<file path="config.mk">
export PLATFORM = sky130hd
export DESIGN_NAME = ltpi_frame_rx
export DESIGN_NICKNAME = d
export VERILOG_FILES = /design/src/rtl/ltpi_rx_pkg.sv /design/src/rtl/ltpi_crc8.sv /design/src/rtl/ltpi_frame_rx.sv
export SDC_FILE = /design/constraint.sdc
export NUM_CORES = 1
export LEC_CHECK = 0
export BUFFER_PORTS_ARGS = -buffer_cell sky130_fd_sc_hd__buf_2
export CORE_ASPECT_RATIO = 0.5
export CORE_MARGIN = 4
export CORE_UTILIZATION = 35
export CTS_BUF_LIST = sky130_fd_sc_hd__clkbuf_4
export CTS_CLUSTER_SIZE = 25
export DETAILED_ROUTE_END_ITERATION = 8
export PLACE_DENSITY_LB_ADDON = 0.15
export REMOVE_ABC_BUFFERS = 1
export SYNTH_ARGS = -nofsm -noshare
export SYNTH_HDL_FRONTEND = slang
export SYNTH_SLANG_ARGS = --single-unit
</file>
<file path="constraint.sdc">
create_clock -name clk -period 5.8 [get_ports clk]
set_input_delay 0.58 -clock clk [delete_from_list [all_inputs] [get_ports clk]]
set_output_delay 0.58 -clock clk [all_outputs]
set_load 0.05 [all_outputs]
</file>
<file path="src/rtl/ltpi_rx_pkg.sv">
// LTPI receive-path shared definitions: comma symbol, receiver state
// encoding and the byte-serial CRC-8 step (poly 0x07, MSB first, no
// reflection). The CRC step is also used by the transmit encoder.
package ltpi_rx_pkg;

  localparam logic [7:0] LTPI_COMMA_BYTE = 8'hBC;  // K28.5
  localparam logic [7:0] CRC8_POLY       = 8'h07;

  typedef enum logic [1:0] {
    HUNT,
    COLLECT,
    CHECK,
    EXPECT_COMMA
  } rx_state_t;

  // One byte of CRC-8: fold the byte in, then shift out eight bits.
  function automatic logic [7:0] crc8_byte(input logic [7:0] crc, input logic [7:0] data);
    logic [7:0] c;
    c = crc ^ data;
    for (int i = 0; i < 8; i++) begin
      c = c[7] ? ((c << 1) ^ CRC8_POLY) : (c << 1);
    end
    return c;
  endfunction

endpackage

</file>
<file path="src/rtl/ltpi_crc8.sv">
// Byte-serial CRC-8 register. Clear has priority over enable so a new frame
// can start on the same cycle the previous one is abandoned.
module ltpi_crc8
  import ltpi_rx_pkg::*;
(
  input  logic       clk,
  input  logic       reset,
  input  logic       i_clr,
  input  logic       i_en,
  input  logic [7:0] i_data,
  output logic [7:0] o_crc
);

  logic [7:0] r_crc;

  // Accumulate one byte per enabled cycle.
  // NOTE: state registers use non-blocking (<=) so every flop samples
  // pre-edge values; blocking here would create order-dependent races.
  always_ff @(posedge clk or posedge reset) begin
    if (reset) begin
      r_crc <= 8'h00;
    end else if (i_clr) begin
      r_crc <= 8'h00;
    end else if (i_en) begin
      r_crc <= crc8_byte(r_crc, i_data);
    end
  end

  assign o_crc = r_crc;

endmodule

</file>
<file path="src/rtl/ltpi_frame_rx.sv">
// LTPI receive frame decoder. Hunts for the K28.5 comma, collects
// FRAME_LEN-byte frames, checks CRC-8 over bytes 1..FRAME_LEN-2 against the
// last byte, and tracks alignment with LOCK_CNT/UNLOCK_CNT hysteresis.
// All outputs are registered: a decision taken in the CHECK cycle (or on a
// bad comma/non-comma byte) is visible on the outputs from the next edge.
// Optional macro LTPI_RX_ERR_STATS_EN adds saturating error counters
// (crc_err_cnt, code_err_cnt, unlock_cnt) with a synchronous stats_clr.
module ltpi_frame_rx
  import ltpi_rx_pkg::*;
#(
  parameter int unsigned FRAME_LEN  = 16,
  parameter int unsigned LOCK_CNT   = 3,
  parameter int unsigned UNLOCK_CNT = 4,
  parameter logic [7:0]  COMMA_BYTE = LTPI_COMMA_BYTE
) (
  input  logic                        clk,
  input  logic                        reset,
  input  logic [7:0]                  rx_data,
  input  logic                        rx_k,
  input  logic                        rx_valid,
  input  logic                        rx_code_err,
  output logic [8*(FRAME_LEN-2)-1:0]  frm_payload,
  output logic                        frm_valid,
  output logic                        frm_crc_err,
  output logic                        aligned,
  output logic [15:0]                 good_frame_cnt
`ifdef LTPI_RX_ERR_STATS_EN
  ,
  input  logic                        stats_clr,
  output logic [15:0]                 crc_err_cnt,
  output logic [15:0]                 code_err_cnt,
  output logic [7:0]                  unlock_cnt
`endif
);

  localparam int unsigned PAY_BYTES = FRAME_LEN - 2;
  localparam int unsigned IDX_W     = $clog2(FRAME_LEN);
  localparam int unsigned GRUN_W    = $clog2(LOCK_CNT + 1);
  localparam int unsigned BRUN_W    = $clog2(UNLOCK_CNT + 1);
  localparam logic [IDX_W-1:0]  LAST_IDX = IDX_W'(FRAME_LEN - 1);  // CRC byte
  localparam logic [IDX_W-1:0]  CRC_LAST = IDX_W'(FRAME_LEN - 2);  // last CRC-covered byte
  localparam logic [GRUN_W-1:0] LOCK_V   = GRUN_W'(LOCK_CNT);
  localparam logic [BRUN_W-1:0] UNLOCK_V = BRUN_W'(UNLOCK_CNT);

  rx_state_t               r_state, w_state_nxt;
  logic [IDX_W-1:0]        r_idx;
  logic                    r_bad;       // code error or stray K seen in this frame
  logic [7:0]              r_crc_rx;    // received CRC byte
  logic [GRUN_W-1:0]       r_good_run;
  logic [BRUN_W-1:0]       r_bad_run;
  logic                    r_aligned;
  logic                    r_frm_valid;
  logic                    r_crc_err;
  logic [8*PAY_BYTES-1:0]  r_buf;
  logic [8*PAY_BYTES-1:0]  r_payload;
  logic [15:0]             r_good_cnt;

  logic                    w_is_comma;
  logic                    w_start, w_store, w_good_evt, w_bad_evt, w_unlock;
  logic                    w_lock, w_emit, w_frame_ok;
  logic [7:0]              w_crc;
  logic [GRUN_W-1:0]       w_good_sat;
  logic [BRUN_W-1:0]       w_bad_sat;

  assign w_is_comma = rx_k && (rx_data == COMMA_BYTE);
  assign w_frame_ok = !r_bad && (w_crc == r_crc_rx);
  assign w_good_sat = (r_good_run == LOCK_V)   ? r_good_run : r_good_run + 1'b1;
  assign w_bad_sat  = (r_bad_run  == UNLOCK_V) ? r_bad_run  : r_bad_run  + 1'b1;
  assign w_lock     = w_good_evt && (w_good_sat == LOCK_V);
  assign w_emit     = w_good_evt && (r_aligned || w_lock);

  ltpi_crc8 u_crc (
    .clk    (clk),
    .reset  (reset),
    .i_clr  (w_start),
    .i_en   (w_store && (r_idx <= CRC_LAST)),
    .i_data (rx_data),
    .o_crc  (w_crc)
  );

  // FSM state register.
  always_ff @(posedge clk or posedge reset) begin
    if (reset) r_state <= HUNT;
    else       r_state <= w_state_nxt;
  end

  // Next-state and per-cycle frame events.
  // NOTE: every signal gets a default before the case; a path that leaves
  // one unassigned would infer a latch.
  always_comb begin
    w_state_nxt = r_state;
    w_start     = 1'b0;
    w_store     = 1'b0;
    w_good_evt  = 1'b0;
    w_bad_evt   = 1'b0;
    w_unlock    = 1'b0;
    unique case (r_state)
      HUNT: begin
        if (rx_valid && w_is_comma) begin
          w_start     = 1'b1;
          w_state_nxt = COLLECT;
        end
      end
      COLLECT: begin
        if (rx_valid) begin
          if (w_is_comma) begin
            // Comma mid-frame: current frame is bad, resync on this comma.
            w_bad_evt = 1'b1;
            w_start   = 1'b1;
          end else begin
            w_store = 1'b1;
            if (r_idx == LAST_IDX) w_state_nxt = CHECK;
          end
        end
      end
      CHECK: begin
        // Consumes no byte, so it does not wait for rx_valid.
        if (w_frame_ok) w_good_evt = 1'b1;
        else            w_bad_evt  = 1'b1;
        w_state_nxt = EXPECT_COMMA;
      end
      EXPECT_COMMA: begin
        if (rx_valid) begin
          if (w_is_comma) begin
            w_start     = 1'b1;
            w_state_nxt = COLLECT;
          end else begin
            w_bad_evt   = 1'b1;
            w_state_nxt = r_aligned ? EXPECT_COMMA : HUNT;
          end
        end
      end
      default: w_state_nxt = HUNT;
    endcase
    // Too many bad frames in a row: drop back to hunting.
    if (w_bad_evt && (w_bad_sat == UNLOCK_V)) begin
      w_unlock    = 1'b1;
      w_start     = 1'b0;
      w_state_nxt = HUNT;
    end
  end

  // Frame bookkeeping, alignment hysteresis and registered outputs.
  always_ff @(posedge clk or posedge reset) begin
    if (reset) begin
      r_idx       <= '0;
      r_bad       <= 1'b0;
      r_crc_rx    <= 8'h00;
      r_good_run  <= '0;
      r_bad_run   <= '0;
      r_aligned   <= 1'b0;
      r_frm_valid <= 1'b0;
      r_crc_err   <= 1'b0;
      r_payload   <= '0;
      r_good_cnt  <= 16'h0000;
    end else begin
      r_frm_valid <= w_emit;
      r_crc_err   <= w_bad_evt;
      if (w_start) begin
        r_idx <= IDX_W'(1);
        r_bad <= rx_code_err;
      end else if (w_store) begin
        r_idx <= r_idx + 1'b1;
        r_bad <= r_bad | rx_code_err | rx_k;
        if (r_idx == LAST_IDX) r_crc_rx <= rx_data;
      end
      if (w_good_evt) begin
        r_good_run <= w_good_sat;
        r_bad_run  <= '0;
      end
      if (w_bad_evt) begin
        r_bad_run  <= w_bad_sat;
        r_good_run <= '0;
      end
      if (w_lock)        r_aligned <= 1'b1;
      else if (w_unlock) r_aligned <= 1'b0;
      if (w_emit) begin
        r_payload <= r_buf;
        if (r_good_cnt != 16'hFFFF) r_good_cnt <= r_good_cnt + 1'b1;
      end
    end
  end

  // Payload capture buffer; only copied out after a full good frame.
  // NOTE: this storage has no reset: its contents are never observed before
  // every byte has been rewritten by a complete frame.
  always_ff @(posedge clk) begin
    for (int i = 0; i < int'(PAY_BYTES); i++) begin
      if (w_store && (r_idx == IDX_W'(i + 1))) r_buf[8*i +: 8] <= rx_data;
    end
  end

  assign frm_payload    = r_payload;
  assign frm_valid      = r_frm_valid;
  assign frm_crc_err    = r_crc_err;
  assign aligned        = r_aligned;
  assign good_frame_cnt = r_good_cnt;

`ifdef LTPI_RX_ERR_STATS_EN
  logic [15:0] r_crc_err_cnt;
  logic [15:0] r_code_err_cnt;
  logic [7:0]  r_unlock_cnt;
  logic        w_crc_mis;

  assign w_crc_mis = (r_state == CHECK) && (w_crc != r_crc_rx);

  // Saturating error statistics; a clear wins over a same-cycle increment.
  always_ff @(posedge clk or posedge reset) begin
    if (reset) begin
      r_crc_err_cnt  <= 16'h0000;
      r_code_err_cnt <= 16'h0000;
      r_unlock_cnt   <= 8'h00;
    end else if (stats_clr) begin
      r_crc_err_cnt  <= 16'h0000;
      r_code_err_cnt <= 16'h0000;
      r_unlock_cnt   <= 8'h00;
    end else begin
      if (w_crc_mis && (r_crc_err_cnt != 16'hFFFF))
        r_crc_err_cnt <= r_crc_err_cnt + 1'b1;
      if (rx_valid && rx_code_err && (r_code_err_cnt != 16'hFFFF))
        r_code_err_cnt <= r_code_err_cnt + 1'b1;
      if (w_unlock && r_aligned && (r_unlock_cnt != 8'hFF))
        r_unlock_cnt <= r_unlock_cnt + 1'b1;
    end
  end

  assign crc_err_cnt  = r_crc_err_cnt;
  assign code_err_cnt = r_code_err_cnt;
  assign unlock_cnt   = r_unlock_cnt;
`endif

endmodule

</file>
# After elaboration in Yosys (flattened, before gate mapping)
# Index checks and enable logic that the tools add are counted.
word_totals:
  ff_bits: 271
  out_inout_bits: 131
op_classes:
  muxes: 44
  bitwise: 12
  n_eq_ne: 30
  n_addsub: 4
  n_reduce_logical: 32
  n_lt_le_gt_ge: 1
op_table:
  columns: ["op", "n"]
  rows:
  - ["$mux 3", 11]
  - ["$eq 4x4->1 const B", 8]
  - ["$not 3->3", 8]
  - ["$mux 2", 11]
  - ["$logic_and 1x1->1", 21]
  - ["$add 16x1->16 const B", 1]
  - ["$eq 4x3->1 const B", 4]
  - ["$mux 8", 2]
  - ["$ne 16x16->1 const B", 1]
  - ["$mux 1", 15]
  - ["$ne 3x3->1 const B", 5]
  - ["$eq 2x2->1 const B", 4]
  - ["$eq 4x2->1 const B", 2]
  - ["$eq 8x8->1", 1]
  - ["$eq 8x8->1 const B", 1]
  - ["$mux 4", 2]
  - ["$pmux 2 s4", 1]
  - ["$reduce_bool 2->1", 4]
  - ["$xor 8x8->8", 1]
  - ["$eq 3x3->1 const B", 2]
  - ["$reduce_and 5->1", 1]
  - ["$add 4x1->4 const B", 1]
  - ["$eq 4x1->1 const B", 1]
  - ["$le 4x4->1 const B", 1]
  - ["other kinds (13)", 14]

# Longest topological paths before layout
# Gate-level depths: netlist (run 1).
logic_depth:
  depth_word: 19
  ltp_mapped: 7
  ltp_nobuf: 7

# Cells and area by module
# A second synthesis (run 1) with hierarchy kept.
unflattened:
  cells_unflattened: 872
  area_unflattened_um2: 10401.2
modules_own_cells:
  columns: ["module", "instances", "area_each_um2", "seq_area_each_um2", "cells_per_inst"]
  rows:
  - ["ltpi_frame_rx", 1, 9773.1, 7141.8, 816]
  - ["ltpi_crc8", 1, 628.1, 200.2, 56]

# Worst setup path after synthesis (run 1)
# No wires, ideal clock.
synth_path:
  path_kind: "reg2reg"
  start: "register r_good_cnt[5] (netlist: good_frame_cnt[5])"
  end: "register r_good_cnt[1] (netlist: good_frame_cnt[1])"
  path_stages_with_launch: 6
  period_less_slack_ps: 2167
  required_ps: 5672
  setup_slack_ps: 3633
  setup_ps: 128
  arrival_ps: 2039
  cell_sequence: "dfrtp_1 and4_1 nand4_4 nor3_4 nor2_1 mux2_1"
synth_between:
  elab_chain_cells: 2
synth_lines:
  columns: ["element", "line", "rtl"]
  rows:
  - ["start: declaration", "ltpi_frame_rx.sv:56", "logic [15:0] r_good_cnt;"]
  - ["start signal: assignment", "ltpi_frame_rx.sv:179", "if (r_good_cnt != 16'hFFFF) r_good_cnt <= r_good_cnt + 1'b1;"]
  - ["$ne 16x16->1", "ltpi_frame_rx.sv:179", null]
  - ["$reduce_and 2->1 (no line)", null, null]
# No other way between the ends.
# A chain may end at the register's enable or synchronous reset.

# Worst setup path in the final report (run 1)
layout_path:
  start: "register u_crc.r_crc[5] (netlist: u_crc.o_crc[5])"
  end: "register r_payload[21] (netlist: frm_payload[21])"
layout_between:
  elab_chain_cells: 7
layout_lines:
  columns: ["element", "line", "rtl"]
  rows:
  - ["start: declaration", "ltpi_crc8.sv:14", "logic [7:0] r_crc;"]
  - ["start signal: assignment", "ltpi_crc8.sv:25", "r_crc <= crc8_byte(r_crc, i_data);"]
  - ["$eq 8x8->1 (*)", "ltpi_frame_rx.sv:66", "assign w_frame_ok = !r_bad && (w_crc == r_crc_rx);"]
  - ["$logic_and 1x1->1 (*)", "ltpi_frame_rx.sv:66", null]
  - ["$mux 1 (*)", "ltpi_frame_rx.sv:118", "if (w_frame_ok) w_good_evt = 1'b1;"]
  - ["$mux 1 (*)", "ltpi_frame_rx.sv:97", "unique case (r_state)"]
  - ["$logic_and 1x1->1", "ltpi_frame_rx.sv:69", "assign w_lock = w_good_evt && (w_good_sat == LOCK_V);"]
  - ["$logic_or 1x1->1", "ltpi_frame_rx.sv:70", "assign w_emit = w_good_evt && (r_aligned || w_lock);"]
  - ["$logic_and 1x1->1 (*)", "ltpi_frame_rx.sv:70", null]
  - ["end signal: assignment", "ltpi_frame_rx.sv:178", "r_payload <= r_buf;"]
  - ["end: declaration", "ltpi_frame_rx.sv:55", "logic [8*PAY_BYTES-1:0] r_payload;"]
# Mark *: on every way between the ends. The rest lies on a longest branch, timed or not.

==> impl_results.md, run 1 <==
* Vias per cell at 4.67
* Placed Instance Area at 11,600 um^2
* Synth Flop Type: dfrtp_1
* Clk root buf: clkbuf_4
* TritonRoute pass-1 iters at 4
* Path type of the worst setup path: flop to flop
* Die Area at 32,800 um^2
* Num CTS Buffers at 66
* Distinct cells, synth at 55
* Metal-1 WL at 10.7 mm
* Commonest non-fill, non-tap cells in the layout: dfrtp_1 (159), buf_2 (143), edfxtp_1 (112)
* Register area share after synthesis at 0.704
* Layout cells sized above 1 at 0.369
* Drt wl/cell at 18.2 um
* Fin crit share at 0.521
* Clock sink count at 271
* Initial DRC count at 223
* Final instance area at 12,400 um^2
* Commonest non-fill, non-tap cell in the layout: dfrtp_1
* Reg clk slew, reported paths at 70 ps
* FF-to-FF Start: u_crc.o_crc[5]
* Setup TNS at 0 ps
* # hold bufs at CTS at 0
* Worst slack, placed at 2710 ps
* Yosys reg bits at 271
* Final wirelength at 23.1 mm
* Yosys synthesis warning count at 0
* CP arrival at 3570 ps
* Cell Chain, Critical Path: xor2_1 -> nor4_2 -> nand4_4 -> buf_4 -> mux2_1
* R2r setup slk at 2780 ps
* Post-CTS setup buffer count at 0
* Max stage delay cell, worst path: nand4_4
* Placed instance count at 1,151
* Met2 WL at 10.8 mm
* Die Span X at 252 um
* Worst skew pair latency at 700 ps
* Met3 routed WL at 1.12 mm
* Critical path's largest stage delay at 800 ps
* Worst Clk Skew at 45.5 ps
* Vias in the first global route at 6,253
* Crit path capture type: flop
* Status: complete, no violations
* Vias at 5,914
* Die Ht at 130 um
* Core footprint at 29,200 um^2
* Post-layout nets at 848
* CP Launch Type: flop
* Initial Util at 0.357
* Largest net degree at the start of global routing at 100
* Slew HR at 0.365
* Clock period minus worst slack at 3020 ps
* # IOs at 144
* Avg Inst Size Synth at 16.5 um^2
* First-pass GRT wire length at 36.4 mm
* Worst-margin pin slew at 953 ps
* Synth-to-layout area growth at 19.1%
* Mapped Area at 10,400 um^2
* Critical Path Source: u_crc.o_crc[5]
* CTS H-tree lvls at 3
* Post-synth ARST share at 0.587
* # port buffers at 143
* Initial antenna violation count at 3
* Area contributors post-synth: dfrtp_1 (38%), edfxtp_1 (32%), mux2_1 (7.7%)
* # DRC at 0
* Final WS setup at 2780 ps
* Cells after synthesis at 632
* Hold Crit Class: input port to async pin
* Post-route ant nets at 0
* Num rows at 44
* Fin. Hold Viols at 0
* DR top layer: met5
* Post-route insts no fill at 1,267
* Number of flops mapped to enable cells by yosys at 112
* Maxcap violations at 0
* Total congestion overflow at 0
* Total GRT Usage at 0.145
* Static leakage at 5.29 nW
* Req. time, crit path at 6340 ps
* Clk buf depth at 3
* Power Dens Cells at 384 nW/um^2
* Leading area contributor after synthesis: dfrtp_1
* CTS tree: done
* Max Fclk at 331 MHz
* Setup violators final at 0
* RePlAce Congestion at 0.738
* Peak supply drop at 0.000114 V
* Max FO, Critical Path at 46
* Final Power at 4.78 mW
* Post-CTS resize count at 0
* Unrepaired setup endpoints after global routing: false
* Hpwl dp at 14.5 mm
* Share of Yosys cell area claimed by the top area cell type at 0.381
* Slew Limit Fails at 0
[critical path, delay by kind of cell, from the launching register on]
kind / cells / cell delay [ps]
flip-flops: 1 / 420
buffers and inverters: 1 / 620
multiplexers: 1 / 380
AND/OR/NAND/NOR: 2 / 1260
XOR/XNOR: 1 / 170
[layout make-up]
class                      count  area (um^2)
clock buffer                  96          721
inverter                      13         53.8
sequential                   271         7340
fill                        2720        16800
antenna                        4         10.0
tap                          391          489
multi-input combinational    327         2930
timing repair buffer         149          761
clock inverter                16          118
[where the power goes]
part           switching (mW)  leakage (nW)  total (mW)  internal [mW]
Sequential              0.151          2.92        2.33           2.18
Clock                   0.741         0.498        1.59          0.847
Combinational           0.527          1.87       0.853          0.326
Total                    1.42          5.29        4.78           3.36
[metrics by stage]
stage / hold slack, ps / util
2_1_floorplan: 432 / -
4_1_cts: 86.6 / 0.425
6_report: 115 / 0.426
3_5_place_dp: 442 / 0.397
5_1_grt: 112 / 0.426
3_3_place_gp: 435 / 0.397
[path summary, 6_finish.rpt]
kind                                          to  cells after the start
worst min register to register   frm_payload[83]                      1
min in group clk                      r_state[1]                      2
worst min-delay path             frm_payload[55]                      2
worst max-delay path             frm_payload[21]                      5
worst max register to register   frm_payload[21]                      5
max in group asynchronous       frm_payload[107]                      3
[cells in the mapped netlist (2+ instances only)]
cell / n
clkbuf_1: 5
mux2_1: 71
mux2_2: 52
nand2b_1: 3
nand4_1: 5
nand3_1: 10
xnor2_1: 17
nor2_1: 14
a21o_1: 2
nor4_2: 5
buf_4: 8
nor3_1: 18
edfxtp_1: 112
a22o_1: 2
buf_2: 7
o2bb2ai_1: 3
and4_1: 5
a21oi_1: 9
xor2_1: 27
inv_1: 13
nor4_1: 4
and2_1: 12
and3b_1: 2
and4b_1: 2
a211o_1: 6
dfrtp_1: 159
and3_1: 7
ha_1: 7
nand2_1: 19
[flip-flops by register name, summed over array words and instances (netlist names)]
signal,flops
good_frame_cnt,16
r_bad_run,3
r_good_run,2
aligned,1
frm_crc_err,1
r_state,2
r_crc_rx,8
u_crc.o_crc,8
frm_payload,112
frm_valid,1
r_buf,112
r_bad,1
r_idx,4
[routing by layer]
| layer | up-vias | global-route usage |
|---|---|---|
| li1 | 2746 | - |
| met1 | 3001 | 0.194 |
| met2 | 122 | 0.224 |
| met3 | 43 | 0.0458 |
| met4 | 2 | 0.0583 |
| met5 | - | 0 |
[cell families after synthesis]
logic type      share of synthesized area
flops                               0.704
mux                                 0.133
simple gates                       0.0716
xor+xnor                           0.0414
buf+inv                            0.0160
compound gates                     0.0259
fa+ha+maj                         0.00840
(Power assumes the default switching activity.)
==> inputs of run 2 (changes only) <==
==> constraint.sdc (replaced) <==
create_clock -name clk -period 2.7 [get_ports clk]
set_input_delay 0.27 -clock clk [delete_from_list [all_inputs] [get_ports clk]]
set_output_delay 0.27 -clock clk [all_outputs]
set_load 0.05 [all_outputs]
==> impl_results.md, run 2 (synthesized netlist as in run 1, its figures left out) <==
* Post-layout nets at 868 (was 848)
* Core footprint at 29,200 um^2 (unchanged)
* Max Fclk at 407 MHz (was 331 MHz)
* Post-CTS resize count at 0 (unchanged)
* WHS Path Cells at 2
* Hpwl dp at 15.5 mm (was 14.5 mm)
* CP Depth at 5 (unchanged)
* Die Area at 32,800 um^2 (unchanged)
* Vias at 6,022 (was 5,914)
* Total GRT Usage at 0.149 (was 0.145)
* Layout cells sized above 1 at 0.386 (was 0.369)
* Register-to-Register Path Depth at 5 (unchanged)
* Cell Chain, Critical Path: xor2_1 -> nor4_2 -> nand4_4 -> buf_12 -> mux2_1 (was xor2_1 -> nor4_2 -> nand4_4 -> buf_4 -> mux2_1)
* Req. time, crit path at 3230 ps (was 6340 ps)
* FF-to-FF Start: u_crc.o_crc[4] (was u_crc.o_crc[5])
* Final wirelength at 24.0 mm (was 23.1 mm)
* # DRC at 0 (unchanged)
* Critical path's largest stage delay at 450 ps (was 800 ps)
* Setup violators final at 0 (unchanged)
* Reg clk slew, reported paths at 80 ps (was 70 ps)
* First-pass GRT wire length at 37.6 mm (was 36.4 mm)
* Commonest non-fill, non-tap cells in the layout: dfrtp_1 (159), buf_2 (143), edfxtp_1 (112) (unchanged)
* Final Power at 10.5 mW (was 4.78 mW)
* Drt wl/cell at 18.6 um (was 18.2 um)
* RePlAce Congestion at 0.782 (was 0.738)
* CP Launch Type: flop (unchanged)
* Crit path max-delay family: simple AND/OR/NAND/NOR gates (unchanged)
* CP arrival at 2990 ps (was 3570 ps)
* Die Ht at 130 um (unchanged)
* Initial DRC count at 328 (was 223)
* Post-route insts no fill at 1,292 (was 1,267)
* Synth-to-layout area growth at 21.5% (was 19.1%)
* Initial antenna violation count at 1 (was 3)
* Clk root buf: clkbuf_4 (unchanged)
* Fin. Hold Viols at 0 (unchanged)
* Worst-margin pin slew at 785 ps (was 953 ps)
* Static leakage at 5.44 nW (was 5.29 nW)
* Crit path capture type: flop (unchanged)
* Worst slack, placed at 226 ps (was 2710 ps)
* Final instance area at 12,700 um^2 (was 12,400 um^2)
* RR Endpoint: frm_payload[104] (was frm_payload[21])
* CTS tree: done (unchanged)
* Num rows at 44 (unchanged)
* Worst skew pair latency at 670 ps (was 700 ps)
* Power Dens Cells at 831 nW/um^2 (was 384 nW/um^2)
* Commonest non-fill, non-tap cell in the layout: dfrtp_1 (unchanged)
* Peak supply drop at 0.000294 V (was 0.000114 V)
* # hold bufs at CTS at 6 (was 0)
* # port buffers at 143 (unchanged)
* Unrepaired setup endpoints after global routing: false (unchanged)
* R2r setup slk at 240 ps (was 2780 ps)
* CTS H-tree lvls at 3 (unchanged)
* Path type of the worst setup path: flop to flop (unchanged)
* Hold Crit Class: input port to flop (was input port to async pin)
* Fin crit share at 0.911 (was 0.521)
* Max FO, Critical Path at 113 (was 46)
* Placed instance count at 1,164 (was 1,151)
* TritonRoute pass-1 iters at 4 (unchanged)
* Num CTS Buffers at 67 (was 66)
* Vias in the first global route at 6,324 (was 6,253)
* Max stage delay cell, worst path: mux2_1 (was nand4_4)
* Clock period minus worst slack at 2460 ps (was 3020 ps)
* # IOs at 144 (unchanged)
* # fillers at 2,692 (was 2,720)
* Worst Clk Skew at 35.6 ps (was 45.5 ps)
* Post-route ant nets at 0 (unchanged)
* Slew Limit Fails at 0 (unchanged)
* Maxcap violations at 0 (unchanged)
* Die Span X at 252 um (unchanged)
* Slew HR at 0.475 (was 0.365)
* Largest net degree at the start of global routing at 114 (was 100)
* Clk buf depth at 3 (unchanged)
* Buf+Inv Stages, Crit Path at 1 (unchanged)
* Final WS setup at 241 ps (was 2780 ps)
* Post-CTS setup buffer count at 0 (unchanged)
* Initial Util at 0.357 (unchanged)
* Total congestion overflow at 0 (unchanged)
* Critical Path Source: u_crc.o_crc[4] (was u_crc.o_crc[5])
* Status: complete, no violations (unchanged)
* Vias per cell at 4.66 (was 4.67)
* Placed Instance Area at 11,700 um^2 (was 11,600 um^2)
* CP endpoint: frm_payload[104] (was frm_payload[21])
* Clock sink count at 271 (unchanged)
[run 2: worst min-delay path by stage]
stage,slack (ps),start,end
3_3_place_gp,380,reset,frm_payload[48]
4_1_cts,50,rx_data[7],r_buf[111]
5_1_grt,40,rx_data[7],r_buf[111]
2_1_floorplan,360,rx_valid,r_state[1]
3_5_place_dp,400,reset,frm_payload[48]
6_report,120,rx_data[7],r_buf[55]
[run 2: report_power, final]
group	total, mW	switching [mW]	internal [mW]
Sequential	5.02	0.331	4.69
Combinational	1.88	1.14	0.732
Clock	3.63	1.65	1.98
[run 2: per-stage QoR]
| step | hold WS [ps] | utilization | TNS, ps |
|---|---|---|---|
| after detailed placement | 395 | 0.401 | 0 |
| final | 115 | 0.434 | 0 |
| after CTS | 46.1 | 0.434 | 0 |
| after floorplan | 363 | - | -495500 |
| after global placement | 384 | 0.401 | 0 |
| after global routing | 44.2 | 0.434 | 0 |
[run 2: routing by layer]
| layer | routed length, um | vias to the layer above | global-route usage |
|---|---|---|---|
| li1 | - | 2790 | - |
| met1 | 11200 | 3090 | 0.206 |
| met2 | 11400 | 117 | 0.232 |
| met3 | 1050 | 25 | 0.0404 |
| met4 | 337 | 0 | 0.0493 |
| met5 | 0 | - | 0 |
[run 2: layout make-up]
type / count / area (um^2) / area share
Sequential cell: 271 / 7340 / 0.579
Multi-Input combinational cell: 327 / 2930 / 0.231
Tap cell: 391 / 489 / 0.0386
Timing Repair Buffer: 168 / 943 / 0.0744
Inverter: 13 / 53.8 / 0.00424
Clock buffer: 106 / 796 / 0.0628
Clock inverter: 14 / 116 / 0.00918
Antenna cell: 2 / 5.00 / 0.000395
==> inputs of run 3 (changes only) <==
--- a/config.mk
+++ b/config.mk
@@ -5,6 +5,7 @@
 export SDC_FILE = /design/constraint.sdc
 export NUM_CORES = 1
 export LEC_CHECK = 0
+export ABC_AREA = 1
 export BUFFER_PORTS_ARGS = -buffer_cell sky130_fd_sc_hd__buf_2
 export CORE_ASPECT_RATIO = 0.5
 export CORE_MARGIN = 4
==> impl_results.md, run 3 <==
* Status: complete, no violations (unchanged)
* Total GRT Usage at 0.162 (was 0.149)
* Post-CTS setup buffer count at 0 (unchanged)
* Sw power at 2.79 mW (was 3.12 mW)
* Clk buf depth at 3 (unchanged)
* Buf+Inv Stages, Crit Path at 5 (was 1)
* Synth Flop Type: dfrtp_1 (unchanged)
* Crit path capture type: flop (unchanged)
* Die Ht at 130 um (about the same)
* Max FO, Critical Path at 11 (was 113)
* Vias in the first global route at 7,277 (was 6,324)
* Mapped Area at 10,400 um^2 (about the same)
* Hpwl dp at 17.1 mm (was 15.5 mm)
* Placed instance count at 1,492 (was 1,164)
* Fin crit share at 0.915 (was 0.911)
* Worst skew pair latency at 720 ps (was 670 ps)
* Register area share after synthesis at 0.707 (was 0.704)
* # port buffers at 143 (unchanged)
* Die Span X at 252 um (about the same)
* Max stage delay cell, worst path: dlygate4sd3_1 (was mux2_1)
* Layout cells sized above 1 at 0.252 (was 0.386)
* Max Fclk at 405 MHz (was 407 MHz)
* Path type of the worst setup path: input port to flop (was flop to flop)
* Mux contribution to synthesized area at 0.00108 (was 0.133)
* Share of Yosys cell area claimed by the top area cell type at 0.383 (was 0.381)
* Compound-gate portion of the synthesized area at 0.0231 (was 0.0259)
* WHS Path Cells at 2 (unchanged)
* Cell Chain, Critical Path: dlygate4sd3_1 -> buf_2 -> nand2_1 -> nor2_1 -> nand4_1 -> nand2_1 -> inv_1 -> nand2_1 -> nand3_2 -> nand2_1 -> nand2_1 -> nand2_1 -> nand2_1 -> dlygate4sd3_1 -> nand2_1 -> inv_1 (was xor2_1 -> nor4_2 -> nand4_4 -> buf_12 -> mux2_1)
* Commonest cells post-synth: nand2_1 (432), dfrtp_1 (159), edfxtp_1 (112), inv_1 (42), nor2_1 (31) (was dfrtp_1 (159), edfxtp_1 (112), mux2_1 (71), mux2_2 (52), xor2_1 (27))
* Yosys synthesis warning count at 0 (unchanged)
* Post-synth ARST share at 0.587 (unchanged)
* Initial Util at 0.357 (about the same)
* Setup violators final at 0 (unchanged)
* Commonest non-fill, non-tap cell in the layout: nand2_1 (was dfrtp_1)
* Total congestion overflow at 0 (unchanged)
* Drt wl/cell at 16.1 um (was 18.6 um)
* Leading area contributor after synthesis: dfrtp_1 (unchanged)
* Vias at 7,268 (was 6,022)
* Area contributors post-synth: dfrtp_1 (38%), edfxtp_1 (32%), nand2_1 (16%) (was dfrtp_1 (38%), edfxtp_1 (32%), mux2_1 (7.7%))
* Worst Clk Skew at 75.3 ps (was 35.6 ps)
* Slew Limit Fails at 0 (unchanged)
* Critical path's largest stage delay at 550 ps (was 450 ps)
* Int Power at 7.04 mW (was 7.41 mW)
* Post-route ant nets at 0 (unchanged)
* CTS H-tree lvls at 3 (unchanged)
* Initial DRC count at 539 (was 328)
* CTS tree: done (unchanged)
* Req. time, crit path at 3250 ps (was 3230 ps)
* Die Area at 32,700 um^2 (was 32,800 um^2)
* Most frequent CP cell: nand2_1
* Clock power share at 0.368 (was 0.345)
* Post-route insts no fill at 1,626 (was 1,292)
* Post-CTS resize count at 0 (unchanged)
* Fin. Hold Viols at 0 (unchanged)
* Peak supply drop at 0.000248 V (was 0.000294 V)
* Largest net degree at the start of global routing at 66 (was 114)
* CP arrival at 3030 ps (was 2990 ps)
* # DRC at 0 (unchanged)
* Post-layout nets at 1,198 (was 868)
* Initial antenna violation count at 2 (was 1)
* Crit path max-delay family: buffers and inverters (was simple AND/OR/NAND/NOR gates)
* Cells after synthesis at 951 (was 632)
* Vias per cell at 4.47 (was 4.66)
* Final wirelength at 26.1 mm (was 24.0 mm)
* Hold WS at 120 ps (was 115 ps)
* # IOs at 144 (unchanged)
* Unrepaired setup endpoints after global routing: false (unchanged)
* CP Launch Type: input port (was flop)
* RePlAce Congestion at 0.791 (was 0.782)
* Synth-to-layout area growth at 22.4% (was 21.5%)
* Synth Area in Adders at 0.00843 (was 0.00840)
* Post-synthesis simple-gate area fraction at 0.196 (was 0.0716)
* First-pass GRT wire length at 40.9 mm (was 37.6 mm)
* Main combinational cell family by area after synthesis: simple AND/OR/NAND/NOR gates (was multiplexers)
* Hold Crit Class: input port to flop (unchanged)
* Register-to-Register Path Depth at 12 (was 5)
* Worst-margin pin slew at 714 ps (was 785 ps)
* Clock period minus worst slack at 2470 ps (was 2460 ps)
* Power Dens Cells at 773 nW/um^2 (was 831 nW/um^2)
* Core footprint at 29,100 um^2 (was 29,200 um^2)
* Yosys reg bits at 271 (unchanged)
* Static leakage at 6.38 nW (was 5.44 nW)
* Commonest non-fill, non-tap cells in the layout: nand2_1 (432), dfrtp_1 (159), buf_2 (143) (was dfrtp_1 (159), buf_2 (143), edfxtp_1 (112))
* Maxcap violations at 0 (unchanged)
* Count leader, synth: nand2_1 (was dfrtp_1)
* Num rows at 44 (unchanged)
* TritonRoute pass-1 iters at 5 (was 4)
* Reg clk slew, reported paths at 70 ps (was 80 ps)
* XOR/XNOR Fraction of Synth Area at 0.0329 (was 0.0414)
* Number of flops mapped to enable cells by yosys at 112 (unchanged)
* Distinct cells, synth at 33 (was 55)
* Clock sink count at 271 (unchanged)
* Slew HR at 0.524 (was 0.475)
* Num CTS Buffers at 67 (unchanged)
* Part of the power in combinational logic at 0.148 (was 0.178)
* CP Depth at 16 (was 5)
* Seq pwr share at 0.484 (was 0.477)
* Avg Inst Size Synth at 10.9 um^2 (was 16.5 um^2)
* Clk root buf: clkbuf_4 (unchanged)
* Switching share of power at 0.284 (was 0.297)
[run 3: worst paths after layout]
check	startpoint	to	slack, ps
min reg2reg	r_buf[107]	frm_payload[107]	430
max in group asynchronous	reset	r_crc_rx[0]	1730
min in group asynchronous	reset	frm_payload[20]	180
max reg2reg	u_crc.o_crc[2]	r_bad	270
min	rx_data[1]	r_buf[9]	120
max	rx_data[2]	r_bad	230
[run 3: worst reg2reg max path, stage by stage (launching register included)]
cell	delay [ps]
dfrtp_1	420
xor2_1	160
a21oi_1	240
nand3_1	140
nand2_1	90
nand3_2	160
nand2_1	230
nand2_1	140
nand2_1	80
nand2_1	40
dlygate4sd3_1	550
nand2_1	60
inv_1	40
[run 3: metrics by stage]
stage	total power [mW]	setup TNS [ps]	setup WS (ps)	util	area, um^2
final	9.83	0	229	0.437	12700
after global routing	10.4	0	48.6	0.437	12700
after CTS	9.98	0	263	0.436	12700
after detailed placement	6.28	0	494	0.403	11700
after global placement	6.25	0	559	0.403	11700
after floorplan	5.87	-417710	-1860	-	10200
[run 3: power by group through the flow]
stage	logic, mW	clock network, mW	registers (mW)
floorplan	1.03	0	4.84
global placement	1.41	0	4.84
detailed placement	1.44	0	4.84
CTS	1.46	3.77	4.76
global route	1.65	3.99	4.80
finish	1.45	3.62	4.76
[run 3: final cells by class]
cell class	count	area, um^2
fill	2817	16400
sequential	271	7340
multi-input combinational	604	2720
timing repair buffer	185	1060
clock buffer	111	833
tap	391	489
inverter	49	190
clock inverter	12	76.3
antenna	3	7.51
[run 3: logic make-up (layout without fill, tap and decap cells)]
logic type,Yosys count,after routing
buffers and inverters,76,357
other,0,3
and+or+nand+nor,517,517
adders and majority gates,7,7
xor gates and xnor gates,39,39
AOI/OAI and AO/OA,40,40
muxes,1,1
DFF,271,271
[run 3: layer usage]
layer  up-vias  track usage  share of wire  routed length [um]
li1       3543            -              -                   -
met1      3559        0.215           0.47               12200
met2       130        0.260           0.47               12300
met3        36       0.0490          0.048                1240
met4         0       0.0489          0.014                 367
met5         -            0              0                   0
[run 3: repair_timing]
| item | 4_1_cts | 5_1_grt |
|---|---|---|
| endpoints found under the setup margin | 0 | 0 |
| endpoints found under the hold margin | 75 | 1 |
| hold buffers | 7 | 1 |
